--- config.mk ---
export PLATFORM = sky130hd
export DESIGN_NAME = regfile_scoreboard
export DESIGN_NICKNAME = d
export VERILOG_FILES = /design/src/rtl/regfile_scoreboard_pkg.sv /design/src/rtl/sb_read_port.sv /design/src/rtl/regfile_scoreboard.sv
export SDC_FILE = /design/constraint.sdc
export NUM_CORES = 2
export LEC_CHECK = 0
export ABC_AREA = 1
export CAP_MARGIN = 10
export CELL_PAD_IN_SITES_DETAIL_PLACEMENT = 0
export CELL_PAD_IN_SITES_GLOBAL_PLACEMENT = 2
export CORE_MARGIN = 2
export CORE_UTILIZATION = 39
export DETAILED_ROUTE_END_ITERATION = 12
export PLACE_DENSITY = 0.85
export SKIP_LAST_GASP = 1
export SYNTH_ARGS = -nofsm -noshare
export SYNTH_HDL_FRONTEND = slang
export SYNTH_SLANG_ARGS = --single-unit
--- constraint.sdc ---
create_clock -name clk -period 5.18 [get_ports clk]
set_input_delay 1.036 -clock clk [delete_from_list [all_inputs] [get_ports clk]]
set_output_delay 1.036 -clock clk [all_outputs]
set_load 0.01 [all_outputs]
--- src/rtl/regfile_scoreboard_pkg.sv ---
// Shared defaults and forwarding-source indices for the ID-stage register file scoreboard.
package regfile_scoreboard_pkg;

    localparam int unsigned DEF_DATA_W = 32;
    localparam int unsigned DEF_ADDR_W = 5;

    // Forwarding sources ordered youngest first; lower index wins on a match.
    localparam int unsigned FWD_EX  = 0;
    localparam int unsigned FWD_MEM = 1;
    localparam int unsigned FWD_WB  = 2;

endpackage

--- src/rtl/sb_read_port.sv ---
// One read port: zero register, clean-register read, then youngest-first forwarding mux.
module sb_read_port #(
    parameter int unsigned DATA_W = 32,
    parameter int unsigned ADDR_W = 5,
    parameter int unsigned NFWD   = 3
) (
    input  logic [ADDR_W-1:0]      addr_i,
    input  logic                   cnt_zero_i,
    input  logic [DATA_W-1:0]      arr_data_i,
    input  logic [NFWD-1:0]        fwd_valid_i,
    input  logic [NFWD*ADDR_W-1:0] fwd_waddr_i,
    input  logic [NFWD-1:0]        fwd_data_ok_i,
    input  logic [NFWD*DATA_W-1:0] fwd_wdata_i,
    output logic [DATA_W-1:0]      data_o,
    output logic                   ready_o
);

    logic hit;

    always_comb begin
        data_o  = arr_data_i;
        ready_o = 1'b0;
        hit     = 1'b0;
        if (addr_i == '0) begin
            data_o  = '0;
            ready_o = 1'b1;
        end else if (cnt_zero_i) begin
            ready_o = 1'b1;
        end else begin
            for (int k = 0; k < NFWD; k++) begin
                if (!hit && fwd_valid_i[k] && fwd_waddr_i[k*ADDR_W +: ADDR_W] == addr_i) begin
                    hit = 1'b1;
                    if (fwd_data_ok_i[k]) begin
                        data_o  = fwd_wdata_i[k*DATA_W +: DATA_W];
                        ready_o = 1'b1;
                    end
                end
            end
        end
    end

endmodule

--- src/rtl/regfile_scoreboard.sv ---
// Register file with per-register pending-write counters, forwarding and decode interlock.
module regfile_scoreboard
    import regfile_scoreboard_pkg::*;
#(
    parameter int unsigned DATA_W = DEF_DATA_W,
    parameter int unsigned ADDR_W = DEF_ADDR_W,
    parameter int unsigned NRD    = 2,
    parameter int unsigned NFWD   = 3,
    parameter int unsigned CNT_W  = 2
) (
    input  logic                   clk,
    input  logic                   rst,
    input  logic [NRD-1:0]         rd_en,
    input  logic [NRD*ADDR_W-1:0]  rd_addr,
    output logic [NRD*DATA_W-1:0]  rd_data,
    output logic [NRD-1:0]         rd_ready,
    input  logic                   issue_valid,
    input  logic [ADDR_W-1:0]      issue_waddr,
    output logic                   issue_fire,
    input  logic [NFWD-1:0]        fwd_valid,
    input  logic [NFWD*ADDR_W-1:0] fwd_waddr,
    input  logic [NFWD-1:0]        fwd_data_ok,
    input  logic [NFWD*DATA_W-1:0] fwd_wdata,
    input  logic                   wb_we,
    input  logic [ADDR_W-1:0]      wb_waddr,
    input  logic [DATA_W-1:0]      wb_wdata,
    input  logic                   flush,
    output logic                   stallreq
);

    localparam int unsigned NREG = 1 << ADDR_W;

    logic [DATA_W-1:0] mem_q [NREG];
    logic [DATA_W-1:0] mem_d [NREG];
    logic [CNT_W-1:0]  cnt_q [NREG];
    logic [CNT_W-1:0]  cnt_d [NREG];
    logic              sat_stall;
    logic              rd_stall;

    for (genvar i = 0; i < NRD; i++) begin : g_rd
        logic [ADDR_W-1:0] addr;
        logic              cnt_zero;
        logic [DATA_W-1:0] arr_data;

        assign addr     = rd_addr[i*ADDR_W +: ADDR_W];
        assign cnt_zero = (cnt_q[addr] == '0);
        // A commit landing this cycle is visible to a clean-register read.
        assign arr_data = (wb_we && wb_waddr == addr) ? wb_wdata : mem_q[addr];

        sb_read_port #(
            .DATA_W(DATA_W),
            .ADDR_W(ADDR_W),
            .NFWD  (NFWD)
        ) u_port (
            .addr_i       (addr),
            .cnt_zero_i   (cnt_zero),
            .arr_data_i   (arr_data),
            .fwd_valid_i  (fwd_valid),
            .fwd_waddr_i  (fwd_waddr),
            .fwd_data_ok_i(fwd_data_ok),
            .fwd_wdata_i  (fwd_wdata),
            .data_o       (rd_data[i*DATA_W +: DATA_W]),
            .ready_o      (rd_ready[i])
        );
    end

    always_comb begin
        rd_stall  = |(rd_en & ~rd_ready);
        sat_stall = issue_valid && issue_waddr != '0 && cnt_q[issue_waddr] == '1;
        stallreq  = rd_stall | sat_stall;
        issue_fire = issue_valid & ~stallreq;
    end

    always_comb begin
        for (int r = 0; r < NREG; r++) begin
            logic inc;
            logic dec;
            mem_d[r] = mem_q[r];
            cnt_d[r] = cnt_q[r];
            inc = issue_fire && issue_waddr == ADDR_W'(r);
            dec = wb_we && wb_waddr == ADDR_W'(r);
            if (r != 0) begin
                if (dec) mem_d[r] = wb_wdata;
                if (flush) begin
                    cnt_d[r] = '0;
                end else if (inc && !dec) begin
                    cnt_d[r] = cnt_q[r] + CNT_W'(1);
                end else if (dec && !inc && cnt_q[r] != '0) begin
                    cnt_d[r] = cnt_q[r] - CNT_W'(1);
                end
            end
        end
    end

    always_ff @(posedge clk or negedge rst) begin
        if (!rst) begin
            for (int r = 0; r < NREG; r++) begin
                mem_q[r] <= '0;
                cnt_q[r] <= '0;
            end
        end else begin
            for (int r = 0; r < NREG; r++) begin
                mem_q[r] <= mem_d[r];
                cnt_q[r] <= cnt_d[r];
            end
        end
    end

endmodule

# Yosys cells after proc, flatten, opt, wreduce, memory -nomap -nowiden
# Cells that the tools add are included.
# totals
register_bits	1054
out_inout_bits	68
in_bits	176
elab_cells	662
# classes
n_reduce_logical	303
muxes	153
eq_ne	71
bitwise	8
order_cmp	3
add_sub_neg	62
# op_table
operator	n
32-bit 2-to-1 mux	22
32-bit binary-select mux with 5-bit select	2
2-bit 2-to-1 mux	99
1-bit logical AND	169
5-bit equality test, second input constant	32
3-bit nonzero test	31
5-bit by 4-bit equality test with 1-bit output, second input constant	16
1-bit zero test	66
2-bit by 1-bit adder with 2-bit output, second input constant	31
2-bit nonzero test	31
2-bit by 1-bit subtractor with 2-bit output, second input constant	31
5-bit by 3-bit equality test with 1-bit output, second input constant	8
5-bit equality test	8
2-bit binary-select mux with 5-bit select	3
1-bit 2-to-1 mux	27
5-bit by 2-bit equality test with 1-bit output, second input constant	4
6-bit greater-or-equal comparator, second input constant	3
5-bit NOT with 6-bit output	3
5-bit by 1-bit equality test with 1-bit output, second input constant	2
5-bit zero test	2
5-bit nonzero test	1
2-bit zero test	2
2-bit bitwise AND	1
2-bit equality test, second input constant	1
other kinds (5)	5

# Depth between registers and ports, before layout
# logic_depth
ltp_word	32
mapped_depth	20
ltp_nobuf	17

# By module
# Synthesis repeated with hierarchy kept, for this count alone.
# unflattened
cells_unflattened	8422
area_unflattened_um2	60957.2
# by_module_without_submodules
mod	n_inst	cells_per_inst	seq_area_each_um2	area_per_inst_um2
regfile_scoreboard	1	7336	26375.3	55987.4
sb_read_port	2	543	0.0	2484.9

# Least setup slack after synthesis
# No wires, ideal clock.
# synth_path
path_type	input to output
startpoint	in rd_addr[0]
endpoint	out rd_data[3]
t_arrival_ps	2933
path_stages	13
required_time_ps	4144
path_buffers	3
slack_ps	1211
path_cell_list	buf_2 inv_2 nor2_1 clkbuf_1 buf_1 a22oi_1 nand4_1 o211ai_1 nand3_1 o211ai_1 o21ai_0 nand2_1 a21oi_1
# synth_via
elab_chain_cells	17
word_cells_on_any_way	36
classes_between	4 x eq/ne; 21 x mux; 1 x bitwise; 10 x reduce/logical
# synth_lines
item	line	source
from (decl)	regfile_scoreboard.sv:14	input logic [NRD*ADDR_W-1:0] rd_addr,
branches (longest 16 deep; another with 32-bit binary-select mux with 5-bit select)	-	
32-bit 2-to-1 mux *	sb_read_port.sv:24	if (addr_i == '0) begin
to (decl)	regfile_scoreboard.sv:15	output logic [NRD*DATA_W-1:0] rd_data,
# Mark *: on every way between the ends. The select of a mux whose other input is x is not followed.

# Worst setup path after layout
# layout_path
startpoint	in rd_addr[0]
endpoint	out rd_data[20]
# Same word-level chain as after synthesis.

==> tab_implementation.tex <==
\begin{tabular}{lr}
\hline
Metric & Value \\
\hline
\multicolumn{2}{l}{\textbf{Critical path}} \\
Beginning of the worst register-to-register path & cnt\_q[32] \\
Critical path's top delay family & buffers and inverters \\
Endpoint kind of the worst setup timing path & primary output \\
Data arrival, critical path & 4210 ps \\
CP max-delay cell & sky130\_fd\_sc\_hd\_\_clkdlybuf4s50\_1 \\
Kind of start point of the critical path & input pin \\
Crit path largest cell delay & 560 ps \\
Maximum fanout count along the critical path & 10 \\
Req. time, crit path & 4140 ps \\
Combined buffer and inverter count along the critical path & 7 \\
Most used cell, CP & sky130\_fd\_sc\_hd\_\_buf\_4 \\
Cell depth of the worst flop-to-flop path & 18 \\
Flop-to-flop setup slack & 1480 ps \\
Worst setup path endpoint & rd\_data[20] \\
Stages on the worst setup path & 16 \\
Endpoint of the worst register-to-register path & cnt\_q[13] \\
Crit. Startpoint & rd\_addr[0] \\
Worst setup path category & in -> out \\
Ordered cell list for the critical path & clkbuf\_4, inv\_2, buf\_4, nor2\_4, buf\_12, buf\_4, a22oi\_1, o2111ai\_1, nand3\_1, nand3\_1, nand3\_2, o21ai\_4, buf\_4, nand2\_1, a21oi\_2, clkdlybuf4s50\_1 \\
\multicolumn{2}{l}{\textbf{Timing}} \\
Minimum clock period after layout & 5240 ps \\
Achievable Freq & 191 MHz \\
Setup-violating endpoint count in the final report & 1 \\
Hold Slack & 175 ps \\
Minimum setup slack in the final design & -62.7 ps \\
Slew margin rel. & 19.7\% \\
Actual slew at the worst max-slew pin & 1200 ps \\
Fin crit share & 101\% \\
Final hold violation count & 0 \\
Setup Skew & 5.97 ps \\
Unrepaired setup endpoints after global routing & yes \\
Max-slew violation count & 0 \\
\multicolumn{2}{l}{\textbf{Floorplanning}} \\
Top-Level Pins & 244 \\
Placeable core region & 0.154 mm\^{}2 \\
Total number of placement rows & 144 \\
Total Die Area & 0.158 mm\^{}2 \\
Initial Utilization & 39.2\% \\
Die height & 397 um \\
Die Wd & 397 um \\
\multicolumn{2}{l}{\textbf{Routing}} \\
Number of search-and-repair iterations in the first detailed-routing pass & 7 \\
Detailed Route Iter0 Violations & 8435 \\
Total number of vias & 65400 \\
Routed WL & 311 mm \\
Residual DRC count & 0 \\
Number of antenna-violating nets in the routed design & 0 \\
Detail-routed via count per cell & 6.13 \\
Wire length per cell & 29.1 um \\
\multicolumn{2}{l}{\textbf{CTS}} \\
Number of levels the H-tree was split into & 3 \\
Clock tree from TritonCTS & built \\
TritonCTS sink count & 1054 \\
CTS hold repair buffers & 0 \\
Clk root buf & sky130\_fd\_sc\_hd\_\_clkbuf\_16 \\
Clock insertion delay at the later pin of the skew report & 810 ps \\
Clock Pin Slew Worst Setup and Hold Paths & 60 ps \\
Buffer levels on the longest clock path & 3 \\
TritonCTS Buffers & 121 \\
\multicolumn{2}{l}{\textbf{Status}} \\
Run status & finished, violations left \\
Violated checks & negative setup slack \\
\multicolumn{2}{l}{\textbf{Global routing}} \\
Overflow left after global routing & 0 \\
Largest net degree at the start of global routing & 177 \\
Wire length of the first global-routing pass & 442 mm \\
Number of antenna violations at the first check in global routing & 12 \\
Overall track demand over capacity in global routing & 38.3\% \\
Via count of the first global-routing pass & 61300 \\
\multicolumn{2}{l}{\textbf{Flow run}} \\
Number of max-cap violations & 0 \\
\multicolumn{2}{l}{\textbf{Placement}} \\
Global placement routability congestion & 0.933 \\
DPL Wire Length & 194 mm \\
Port bufs & 243 \\
\multicolumn{2}{l}{\textbf{Final layout}} \\
Final Core Density & 47.7\% \\
Most frequent standard cell in the layout excluding fill and tap cells & sky130\_fd\_sc\_hd\_\_nand2\_1 \\
Post-layout net count & 8687 \\
Fraction of layout cells with a size suffix above 1 & 10.0\% \\
Synth-to-Final Area Change & 21.6\% \\
Top library cells by usage in the layout, fill and taps aside & sky130\_fd\_sc\_hd\_\_nand2\_1, sky130\_fd\_sc\_hd\_\_o21ai\_0, sky130\_fd\_sc\_hd\_\_dfrtp\_1 \\
\multicolumn{2}{l}{\textbf{Synth}} \\
Sequential area share after synthesis & 43.7\% \\
Share of the synthesized area in the top cell type & 43.7\% \\
Count of flip-flops with a built-in enable after synthesis & 0 \\
Total of flip-flops plus latches after synthesis & 1054 \\
Share of synthesized registers carrying an async set or reset & 100\% \\
Biggest area consumer among synthesized cells & sky130\_fd\_sc\_hd\_\_dfrtp\_1 \\
Cell area after synthesis & 0.0603 mm\^{}2 \\
Avg Synthesized Cell Area & 7.23 um\^{}2 \\
Most common flop cell mapped by yosys & sky130\_fd\_sc\_hd\_\_dfrtp\_1 \\
Cell count after synthesis & 8343 \\
Number of synthesis warnings & 0 \\
Syn Nets & 8519 \\
Top cells by area in the synthesized netlist & sky130\_fd\_sc\_hd\_\_dfrtp\_1, sky130\_fd\_sc\_hd\_\_o21ai\_0, sky130\_fd\_sc\_hd\_\_nand2\_1 \\
Netlist cell types & 38 \\
\multicolumn{2}{l}{\textbf{Power and ir drop}} \\
Static Leak & 0.0329 uW \\
P per Cell Area & 364 mW/mm\^{}2 \\
Highest ir drop seen on vdd & 0.304 mV \\
\multicolumn{2}{l}{\textbf{Worst hold path}} \\
Class of the most critical hold timing path & in -> async \\
\hline
\end{tabular}
## power by group
| group | leakage (uW) | switching (uW) | internal, uW | total (uW) |
|---|---|---|---|---|
| sequential | 0.0127 | 921 | 9940 | 10900 |
| clock | 0.00216 | 3970 | 5710 | 9670 |
| combinational | 0.0180 | 3990 | 2200 | 6190 |
## how the worst min path moves through the flow
stage / start / to / cells after the start
final: rst / mem_q[123] / 1
after global routing: rst / mem_q[600] / 1
after CTS: rst / mem_q[664] / 1
after detailed placement: mem_q[759] / mem_q[759] / 2
after global placement: mem_q[750] / mem_q[750] / 2
after floorplan: mem_q[742] / mem_q[742] / 2
## cell families (layout without fill, tap and decap cells)
group	Yosys count	after routing	share of synthesized area (%)
flops	1054	1054	43.7
mux	1	1	0.0187
xor+xnor	1	1	0.0145
buf+inv	1607	1880	10.1
compound gates	2848	2848	27.2
simple gates	2832	2832	19.0
other cells	0	5	0
## timing repair
item / in CTS / in global routing
pin swaps: 7 / 12
endpoints found under the setup margin: 18 / 37
setup buffers: 4 / 8
resized for setup: 40 / 64
hold endpoints to repair: 0 / 0
cloned: 1 / 6
## worst register-to-register path: stages, from the launching register on
cell and delay (ps):
sky130_fd_sc_hd__dfrtp_1 420, sky130_fd_sc_hd__nor2_1 500, sky130_fd_sc_hd__nand2_1 100, sky130_fd_sc_hd__nand3_1 110
sky130_fd_sc_hd__nand3_1 60, sky130_fd_sc_hd__nand2_1 70, sky130_fd_sc_hd__nand2_1 60, sky130_fd_sc_hd__nand2_1 60
sky130_fd_sc_hd__nand2_1 200, sky130_fd_sc_hd__buf_6 280, sky130_fd_sc_hd__nand3_1 270, sky130_fd_sc_hd__nand2_1 140
sky130_fd_sc_hd__nor2_4 100, sky130_fd_sc_hd__buf_4 570, sky130_fd_sc_hd__nand3_1 210, sky130_fd_sc_hd__nand2_1 110
sky130_fd_sc_hd__nand3_1 130, sky130_fd_sc_hd__nor2_1 130, sky130_fd_sc_hd__nor2_1 70
## sequential cells by signal, indices dropped and copies added, names as in the netlist
signal and count:
cnt_q 62, mem_q 992
## synthesized netlist by cell type (all sizes together) (70+ instances only)
master     n
nand2   1849
o21ai   1653
dfrtp   1054
inv      862
clkbuf   602
nor2     442
nand3    413
a21oi    408
o22ai    203
o221ai   191
o211ai   161
buf      129
a221oi    87
nand4     87
a22oi     70
## through the flow
stage / TNS [ps] / std cells / setup WS, ps / power, uW / area (um^2)
floorplan: 0 / 8343 / 1210 / 14200 / 60300
global placement: -6130 / 10400 / -958 / 16800 / 68300
detailed placement: -5200 / 10400 / -732 / 16900 / 68300
CTS: -1030 / 10600 / -186 / 26600 / 72900
global route: -51.7 / 10700 / -51.7 / 27900 / 73400
finish: -62.7 / 10700 / -62.7 / 26700 / 73400
## per-layer routing
layer  track usage [%]  part of all wire, %  vias to the layer above
li1                  -                    -                    28700
met1              49.7                   39                    31700
met2              58.4                   44                     4087
met3              7.56                   10                      941
met4              24.1                  7.4                       12
met5                 0                0.031                        -
## cell type report
type	instances	area, um^2
diodes	5	12.5
fillers	15300	80500
well taps	2044	2560
clock buffers	168	3490
flip-flops and latches	1054	26400
clock inverters	60	957
repair buffers	776	8290
inverters	876	3320
multi-input cells	5682	28400
(Power assumes the default switching activity.)
